## src/rtl/window_min_hold_pkg.sv

```systemverilog
// Shared definitions for the AD-path windowed min/max trackers.
// Holds the sample width, default window length and the tracker FSM encoding.
package window_min_hold_pkg;

  localparam int AD_DATA_W             = 9;
  localparam int DEFAULT_WINDOW_CYCLES = 6266880;

  // 1-bit tracker FSM encoding, shared with the max tracker rewrite
  localparam logic [0:0] ST_IDLE  = 1'b0;
  localparam logic [0:0] ST_TRACK = 1'b1;

endpackage

```

## src/rtl/window_timer.sv

```systemverilog
// Window cycle counter: counts 0..WINDOW_CYCLES-1 while enabled and wraps.
// The last flag marks the final cycle of the current window.
module window_timer #(
  parameter int WINDOW_CYCLES = 8,
  parameter int CNT_W         = 32
) (
  input  logic clock,
  input  logic rst_n,
  input  logic clear,
  input  logic enable,
  output logic last
);

  logic [CNT_W-1:0] cnt_r;

  assign last = (cnt_r == CNT_W'(WINDOW_CYCLES - 1));

  // Counter register: clear wins, then wrap on the last cycle, else count.
  always_ff @(posedge clock or negedge rst_n) begin
    if (!rst_n) begin
      cnt_r <= {CNT_W{1'b0}};
    end else if (clear) begin
      cnt_r <= {CNT_W{1'b0}};
    end else if (enable) begin
      if (last) begin
        cnt_r <= {CNT_W{1'b0}};
      end else begin
        cnt_r <= cnt_r + CNT_W'(1);
      end
    end else begin
      cnt_r <= cnt_r;
    end
  end

endmodule

```

## src/rtl/window_min_hold.sv

```systemverilog
// Windowed minimum tracker for the AD sample stream. Publishes the minimum of
// each completed window as a held value with a one-cycle valid strobe.
module window_min_hold
  import window_min_hold_pkg::*;
#(
  parameter int DATA_W        = AD_DATA_W,
  parameter int WINDOW_CYCLES = DEFAULT_WINDOW_CYCLES,
  parameter int CNT_W         = 32
) (
  input  logic              clock,
  input  logic              rst_n,
  input  logic              enable,
  input  logic [DATA_W-1:0] sample_in,
  input  logic              sample_vld,
  output logic [DATA_W-1:0] run_min,
  output logic [DATA_W-1:0] min_out,
  output logic              min_vld,
  output logic              min_empty
);

  localparam logic [DATA_W-1:0] ALL_ONES = {DATA_W{1'b1}};

  logic [0:0]        state_r;
  logic [0:0]        state_nxt;
  logic [DATA_W-1:0] run_min_r;
  logic [DATA_W-1:0] run_min_nxt;
  logic              has_smp_r;
  logic              has_smp_nxt;
  logic [DATA_W-1:0] min_out_r;
  logic [DATA_W-1:0] min_out_nxt;
  logic              min_vld_r;
  logic              min_vld_nxt;
  logic              min_empty_r;
  logic              min_empty_nxt;

  logic              track_s;
  logic              last_s;
  logic              take_s;
  logic [DATA_W-1:0] eff_s;

  assign track_s = (state_r == ST_TRACK) && enable;

  window_timer #(
    .WINDOW_CYCLES (WINDOW_CYCLES),
    .CNT_W         (CNT_W)
  ) u_timer (
    .clock  (clock),
    .rst_n  (rst_n),
    .clear  (!track_s),
    .enable (track_s),
    .last   (last_s)
  );

  // Same-cycle compare: a sample on the last cycle still counts toward the window
  assign take_s = sample_vld && (sample_in < run_min_r);
  assign eff_s  = take_s ? sample_in : run_min_r;

  // Next-state and datapath update for the IDLE/TRACK tracker.
  always_comb begin
    state_nxt     = state_r;
    run_min_nxt   = run_min_r;
    has_smp_nxt   = has_smp_r;
    min_out_nxt   = min_out_r;
    min_empty_nxt = min_empty_r;
    min_vld_nxt   = 1'b0;
    case (state_r)
      ST_IDLE: begin
        if (enable) begin
          state_nxt   = ST_TRACK;
          run_min_nxt = ALL_ONES;
          has_smp_nxt = 1'b0;
        end else begin
          state_nxt = ST_IDLE;
        end
      end
      ST_TRACK: begin
        if (!enable) begin
          // Partial window is dropped without a strobe
          state_nxt   = ST_IDLE;
          run_min_nxt = ALL_ONES;
          has_smp_nxt = 1'b0;
        end else if (last_s) begin
          min_vld_nxt = 1'b1;
          run_min_nxt = ALL_ONES;
          has_smp_nxt = 1'b0;
          if (has_smp_r || sample_vld) begin
            min_out_nxt   = eff_s;
            min_empty_nxt = 1'b0;
          end else begin
            min_empty_nxt = 1'b1;
          end
        end else begin
          run_min_nxt = eff_s;
          has_smp_nxt = has_smp_r | sample_vld;
        end
      end
      default: begin
        state_nxt   = ST_IDLE;
        run_min_nxt = ALL_ONES;
        has_smp_nxt = 1'b0;
      end
    endcase
  end

  // State and output registers.
  always_ff @(posedge clock or negedge rst_n) begin
    if (!rst_n) begin
      state_r     <= ST_IDLE;
      run_min_r   <= ALL_ONES;
      has_smp_r   <= 1'b0;
      min_out_r   <= {DATA_W{1'b0}};
      min_vld_r   <= 1'b0;
      min_empty_r <= 1'b1;
    end else begin
      state_r     <= state_nxt;
      run_min_r   <= run_min_nxt;
      has_smp_r   <= has_smp_nxt;
      min_out_r   <= min_out_nxt;
      min_vld_r   <= min_vld_nxt;
      min_empty_r <= min_empty_nxt;
    end
  end

  assign run_min   = run_min_r;
  assign min_out   = min_out_r;
  assign min_vld   = min_vld_r;
  assign min_empty = min_empty_r;

endmodule

```

## config.mk

```make
export PLATFORM = sky130hd
export DESIGN_NAME = window_min_hold
export DESIGN_NICKNAME = d
export VERILOG_FILES = /design/src/rtl/window_min_hold_pkg.sv /design/src/rtl/window_timer.sv /design/src/rtl/window_min_hold.sv
export SDC_FILE = /design/constraint.sdc
export NUM_CORES = 1
export LEC_CHECK = 0
export CAP_MARGIN = 20
export CORE_AREA = 2 2 92 85
export CTS_BUF_LIST = sky130_fd_sc_hd__clkbuf_8
export CTS_CLUSTER_SIZE = 8
export DETAILED_ROUTE_END_ITERATION = 8
export DIE_AREA = 0 0 94 87
export MAX_ROUTING_LAYER = met4
export PLACE_DENSITY = 0.66
export SYNTH_ARGS = -nofsm -noshare
export SYNTH_HDL_FRONTEND = slang
export SYNTH_SLANG_ARGS = --single-unit
export TNS_END_PERCENT = 50
```

## constraint.sdc

```tcl
create_clock -name clock -period 2.6 [get_ports clock]
set_clock_uncertainty 0.05 [all_clocks]
set_input_delay 0.39 -clock clock [delete_from_list [all_inputs] [get_ports clock]]
set_output_delay 0.39 -clock clock [all_outputs]
set_load 0.05 [all_outputs]
```

# Word level (Yosys, flattened, before mapping)
# Cells that the tools add are included.
dict set report word_totals {
  wordCells 34
  out_inout_bits 20
  inputBits 13
  ff_bits 54
}
dict set report op_classes {
  reduce_logical 5
  eq_ne 2
  n_lt_le_gt_ge 1
  bitwise 2
  add_sub_neg 1
  n_mux 16
}
# op count
set op_table {}
lappend op_table {{$mux 32} 2}
lappend op_table {{$mux 9} 4}
lappend op_table {{$add 32x1->32 const B} 1}
lappend op_table {{$eq 32x23->1 const B} 1}
lappend op_table {{$pmux 9 s2} 1}
lappend op_table {{$lt 9x9->1} 1}
lappend op_table {{$mux 1} 8}
lappend op_table {{$reduce_and 4->1} 1}
lappend op_table {{$reduce_and 3->1} 1}
lappend op_table {{$logic_and 1x1->1} 2}
lappend op_table {{$ne 2x2->1 const B} 1}
lappend op_table {{$pmux 1 s2} 1}
lappend op_table {{$logic_or 1x1->1} 1}
lappend op_table {{$not 1->1} 1}
lappend op_table {{$or 1x1->1} 1}

# Longest topological paths before layout
dict set report depth {
  ltp_word 6
  depth_mapped 8
  mapped_depth_nobuf 7
}

# Hierarchy
# Synthesis repeated with hierarchy kept, for this count alone.
dict set report unflattened {
  cells_unflattened 341
  hier_area_um2 3214.3
}
# mod seq_area_each_um2 area_each_um2 cells_per_inst n_inst
set by_module_without_submodules {}
lappend by_module_without_submodules {window_timer 800.8 1732.9 183 1}
lappend by_module_without_submodules {window_min_hold 563.0 1481.4 158 1}

# Worst setup path before layout
# OpenSTA, ideal clock, no wires.
dict set report synth_path {
  path_kind {reg-to-reg}
  startpoint {register run_min_r[4] (netlist: run_min[4])}
  endpoint {register min_out_r[0] (netlist: min_out[0])}
  n_path_buf 0
  setup_ps 128
  t_required_ps 2422
  period_less_slack_ps 2613
  arrival_time_ps 2435
  setup_slack_ps -13
  path_stages_with_launch 8
  cell_sequence {dfstp_2 > inv_1 > ha_1 > o21ai_0 > a211o_1 > o221ai_2 > mux2_2 > mux2_1}
}
dict set report synth_between {
  elab_chain_len 3
}
# element line
set synth_lines {}
lappend synth_lines {{start, declared} window_min_hold.sv:25} ;# logic [DATA_W-1:0] run_min_r;
lappend synth_lines {{start signal, assigned} window_min_hold.sv:116} ;# run_min_r <= run_min_nxt;
lappend synth_lines {{$lt 9x9->1} window_min_hold.sv:55} ;# assign take_s = sample_vld && (sample_in < run_min_r);
lappend synth_lines {{$logic_and 1x1->1} window_min_hold.sv:55}
lappend synth_lines {{$mux 9} window_min_hold.sv:56} ;# assign eff_s = take_s ? sample_in : run_min_r;
lappend synth_lines {{end signal, assigned} window_min_hold.sv:111} ;# min_out_r <= {DATA_W{1'b0}};
lappend synth_lines {{end signal, assigned} window_min_hold.sv:118} ;# min_out_r <= min_out_nxt;
lappend synth_lines {{end, declared} window_min_hold.sv:29} ;# logic [DATA_W-1:0] min_out_r;
# No other way between the ends.
# A chain may end at the register's enable or synchronous reset.

# Worst setup path after layout
dict set report layout_path {
  startpoint {register run_min_r[8] (netlist: run_min[8])}
  endpoint {register min_out_r[1] (netlist: min_out[1])}
}
# The elaborated chain is that of the path after synthesis.

==> key figures <==
Placed design
  • Post-DP HPWL: roughly 4100 um
  • Post-place setup slack: -0.170 ns
  • PortBufs: 32
  • Routability congestion estimate: 0.843
  • Placed instance count: between 300 and 400
  • Post-DP Area: roughly 3300 um^2

Synth
  • Post-synthesis cell area: approximately 2800 um^2
  • Flops & latches, synth: 54
  • Top cell type's share of synthesized area: between 30% and 40%
  • Syn_nets: ~290
  • Post-Synthesis Cells: 266
  • Synthesized area per cell: between 10 and 15 um^2
  • Post-synth ARST share: 100%
  • Synth area leader: dfrtp_1
  • Synth warn: 0
  • Number of synthesized flops with an enable pin: 0
  • Distinct cells, synth: 44
  • Synth top area cells: dfrtp_1 39%, dfstp_2 9.3%, xnor2_1 6.2%, nor2_1 4.8%, ha_1 4.0%
  • Predominant post-synthesis flop cell: dfrtp_1
  • Synth top cells by count: 44 x dfrtp_1, 36 x nor2_1, 20 x xnor2_1
  • Post-synthesis sequential area ratio: 48.5%
  • Count leader, synth: dfrtp_1

Floorplan
  • Site row count: 30
  • Die W: between 90 and 100 um
  • Initial core utilization: between 30% and 40%
  • CORE AREA: ~7300 um^2
  • Io pins: 33
  • Die ar.: 8180 um^2
  • Die Ht: 87 um

CTS
  • CTS sink count: 54
  • Num CTS Buffers: 5
  • CTS Buffer Depth: 2
  • CTS tree: done
  • Worst-Skew Late Latency: about 0.31 ns
  • Clock transition at path regs: around 0.10 ns
  • Post-CTS Setup Repair Bufs: 0
  • Post-CTS resize count: 0
  • Root buf cell: clkbuf_8
  • Htree depth: 2

Final layout
  • Final Net Count: 331
  • Layout cells sized above 1: between 15 and 20%
  • Multi-input gate area: about 1400 um^2
  • Finished Cell Area: approximately 3400 um^2
  • Register area: between 1000 and 1500 um^2
  • Layout fillers: slightly above 700
  • Area Overhead vs Synth: 21.4%
  • Final cell count without fillers: ~410
  • N_diodes: 0

Setup path
  • FF-to-FF path depth: 6
  • Worst Setup SP: run_min[8]$_DFFE_PN1P_
  • Worst endpoint required time: around 2.8 ns
  • Setup CP Type: flip-flop to flip-flop
  • Crit Reg-Reg Startpoint: run_min[8]$_DFFE_PN1P_
  • CP max FO: 5
  • Setup crit end kind: flip-flop
  • Critical path startpoint category: flip-flop
  • RR Endpoint: min_out[1]$_DFFE_PN0P_
  • Worst endpoint data arrival time: around 2.6 ns
  • Worst Setup EP: min_out[1]$_DFFE_PN0P_
  • Slack of the worst reg-to-reg path: between 0.15 and 0.2 ns

GRT
  • Global-route wire length before repair: 9800 um
  • Largest net degree at the start of global routing: 25
  • Initial antenna violation count: 0
  • Total GRT Usage: between 10% and 20%
  • Vias in the first global route: around 2000
  • Grt ovf: 0

Route
  • Post-DRT Antenna Nets: 0
  • DRC viols: 0
  • WL final: 5690 um
  • Iter 0 DRT Violations: between 60 and 70
  • Via count: around 2000
  • Drt first pass iters: 4
  • Vias/cell: between 5 and 6
  • DR WL/cell: about 14 um

Timing
  • Fmax: around 410 MHz
  • Worst slew pin tran: 0.558 ns
  • Relative slew slack: 62.6%
  • Min Tclk post-route: between 2 and 2.5 ns
  • Fin. max-slew vios: 0
  • Period utilisation layout: between 90% and 100%
  • Setup violations, final: 0
  • PnR worst setup slack: 0.153 ns
  • RSZ-0062 raised after global routing: no
  • Hold violation count in the final report: 0

Status
  • Status: finished clean

Worst hold path
  • Hold WC Path Type: flip-flop to flip-flop
  • Hold-critical path depth: 1

Power and ir drop
  • Worst vdd ir: about 0.00020 V
  • Logic pwr share: a little under an eighth
  • Sw frac: about a quarter
  • PD cells: ~450 nW/um^2
  • Sequential power share: a little under three fifths
  • Leak: between 0.001 and 0.0015 uW
  • Cell-internal power: ~1100 uW
  • Clock power share: between 30% and 40%
  • Total power: around 1500 uW
  • Net Switching: 406 uW

Flow run
  • Max-cap violations: 0
[critical path: stages (launching register included)]
cell      delay (ns)
dfstp_2         0.57
inv_1           0.05
ha_1            0.28
a211oi_1        0.52
o221ai_4        0.26
mux2_2          0.33
mux2_1          0.29
[placed cells by master, fill, tap and decap left out, drive strengths merged, types with 2 or more instances in the layout]
cell | synthesis | routed
dfrtp | 44 | 44
nor2 | 36 | 36
clkdlybuf4s50 | 0 | 31
xnor2 | 20 | 20
nand2 | 18 | 18
inv | 16 | 16
mux2 | 16 | 16
nor4 | 11 | 11
dfstp | 10 | 10
nand3 | 10 | 10
buf | 6 | 10
ha | 9 | 9
o22a | 8 | 8
nor3 | 8 | 8
nand4 | 8 | 8
a21oi | 6 | 6
xor2 | 6 | 6
clkbuf | 1 | 5
o21ai | 5 | 5
or3 | 4 | 4
and3 | 4 | 4
clkinv | 0 | 3
and4 | 3 | 3
or2 | 3 | 3
and2 | 2 | 2
a211oi | 2 | 2
mux2i | 2 | 2
o221ai | 1 | 2
[flip-flops by register name, summed over array words and instances, names as in the netlist]
name	cells
min_out	9
run_min	9
min_vld	1
state_r	1
min_empty	1
u_timer.cnt_r	32
has_smp_r	1
[cells by family (layout without fill, tap and decap cells)]
group           Yosys count  after routing  synth area share [%]
mux                      18             18                  7.12
simple gates            109            109                  21.2
xor+xnor                 26             26                  8.10
buf+inv                  23             66                  3.29
flops                    54             54                  48.5
fa+ha+maj                 9              9                  4.01
compound gates           27             28                  7.75
[final cells by class]
class / count / share of cell area [%]
clock buffers: 5 / 2.02
clock inverters: 3 / 0.770
inverters: 16 / 1.76
multi-input cells: 190 / 40.4
flip-flops and latches: 54 / 40.0
well taps: 96 / 3.52
repair buffers: 42 / 11.5
[power groups by stage]
stage	Sequential, uW	Combinational, uW	Clock, uW
floorplan	910	69.1	0
global placement	883	175	0
detailed placement	884	177	0
CTS	868	179	507
global route	870	198	543
finish	868	180	486
[layer usage]
layer	wire [um]	track usage, %	vias to the layer above
met2	2500	23.2	35
met3	205	3.12	2
met4	30	3.95	0
li1	-	-	1019
met1	2950	21.3	990
met5	0	-	-
[worst min path at each step]
stage,from,to,slack (ns)
after floorplan,rst_n,has_smp_r$_DFFE_PN0P_,0.04
after global placement,rst_n,min_out[7]$_DFFE_PN0P_,0.28
after detailed placement,rst_n,min_out[7]$_DFFE_PN0P_,0.28
after CTS,u_timer.cnt_r[0]$_DFF_PN0_,u_timer.cnt_r[0]$_DFF_PN0_,0.45
after global routing,u_timer.cnt_r[0]$_DFF_PN0_,u_timer.cnt_r[0]$_DFF_PN0_,0.48
final,u_timer.cnt_r[0]$_DFF_PN0_,u_timer.cnt_r[0]$_DFF_PN0_,0.45
[through the flow]
stage | TNS [ns] | hold slack (ns) | util, %
final | 0 | 0.449 | 46.6
after global placement | -0.797 | 0.279 | 45.0
after floorplan | 0 | 0.0444 | -
after CTS | 0 | 0.454 | 46.4
after global routing | 0 | 0.481 | 46.6
after detailed placement | -1.44 | 0.279 | 45.0
[what timing repair did]
item	4_1_cts	5_1_grt
hold buffers	1	0
setup endpoints to repair	0	8
hold endpoints to repair	13	0
Power figures use the tool's default switching activity.
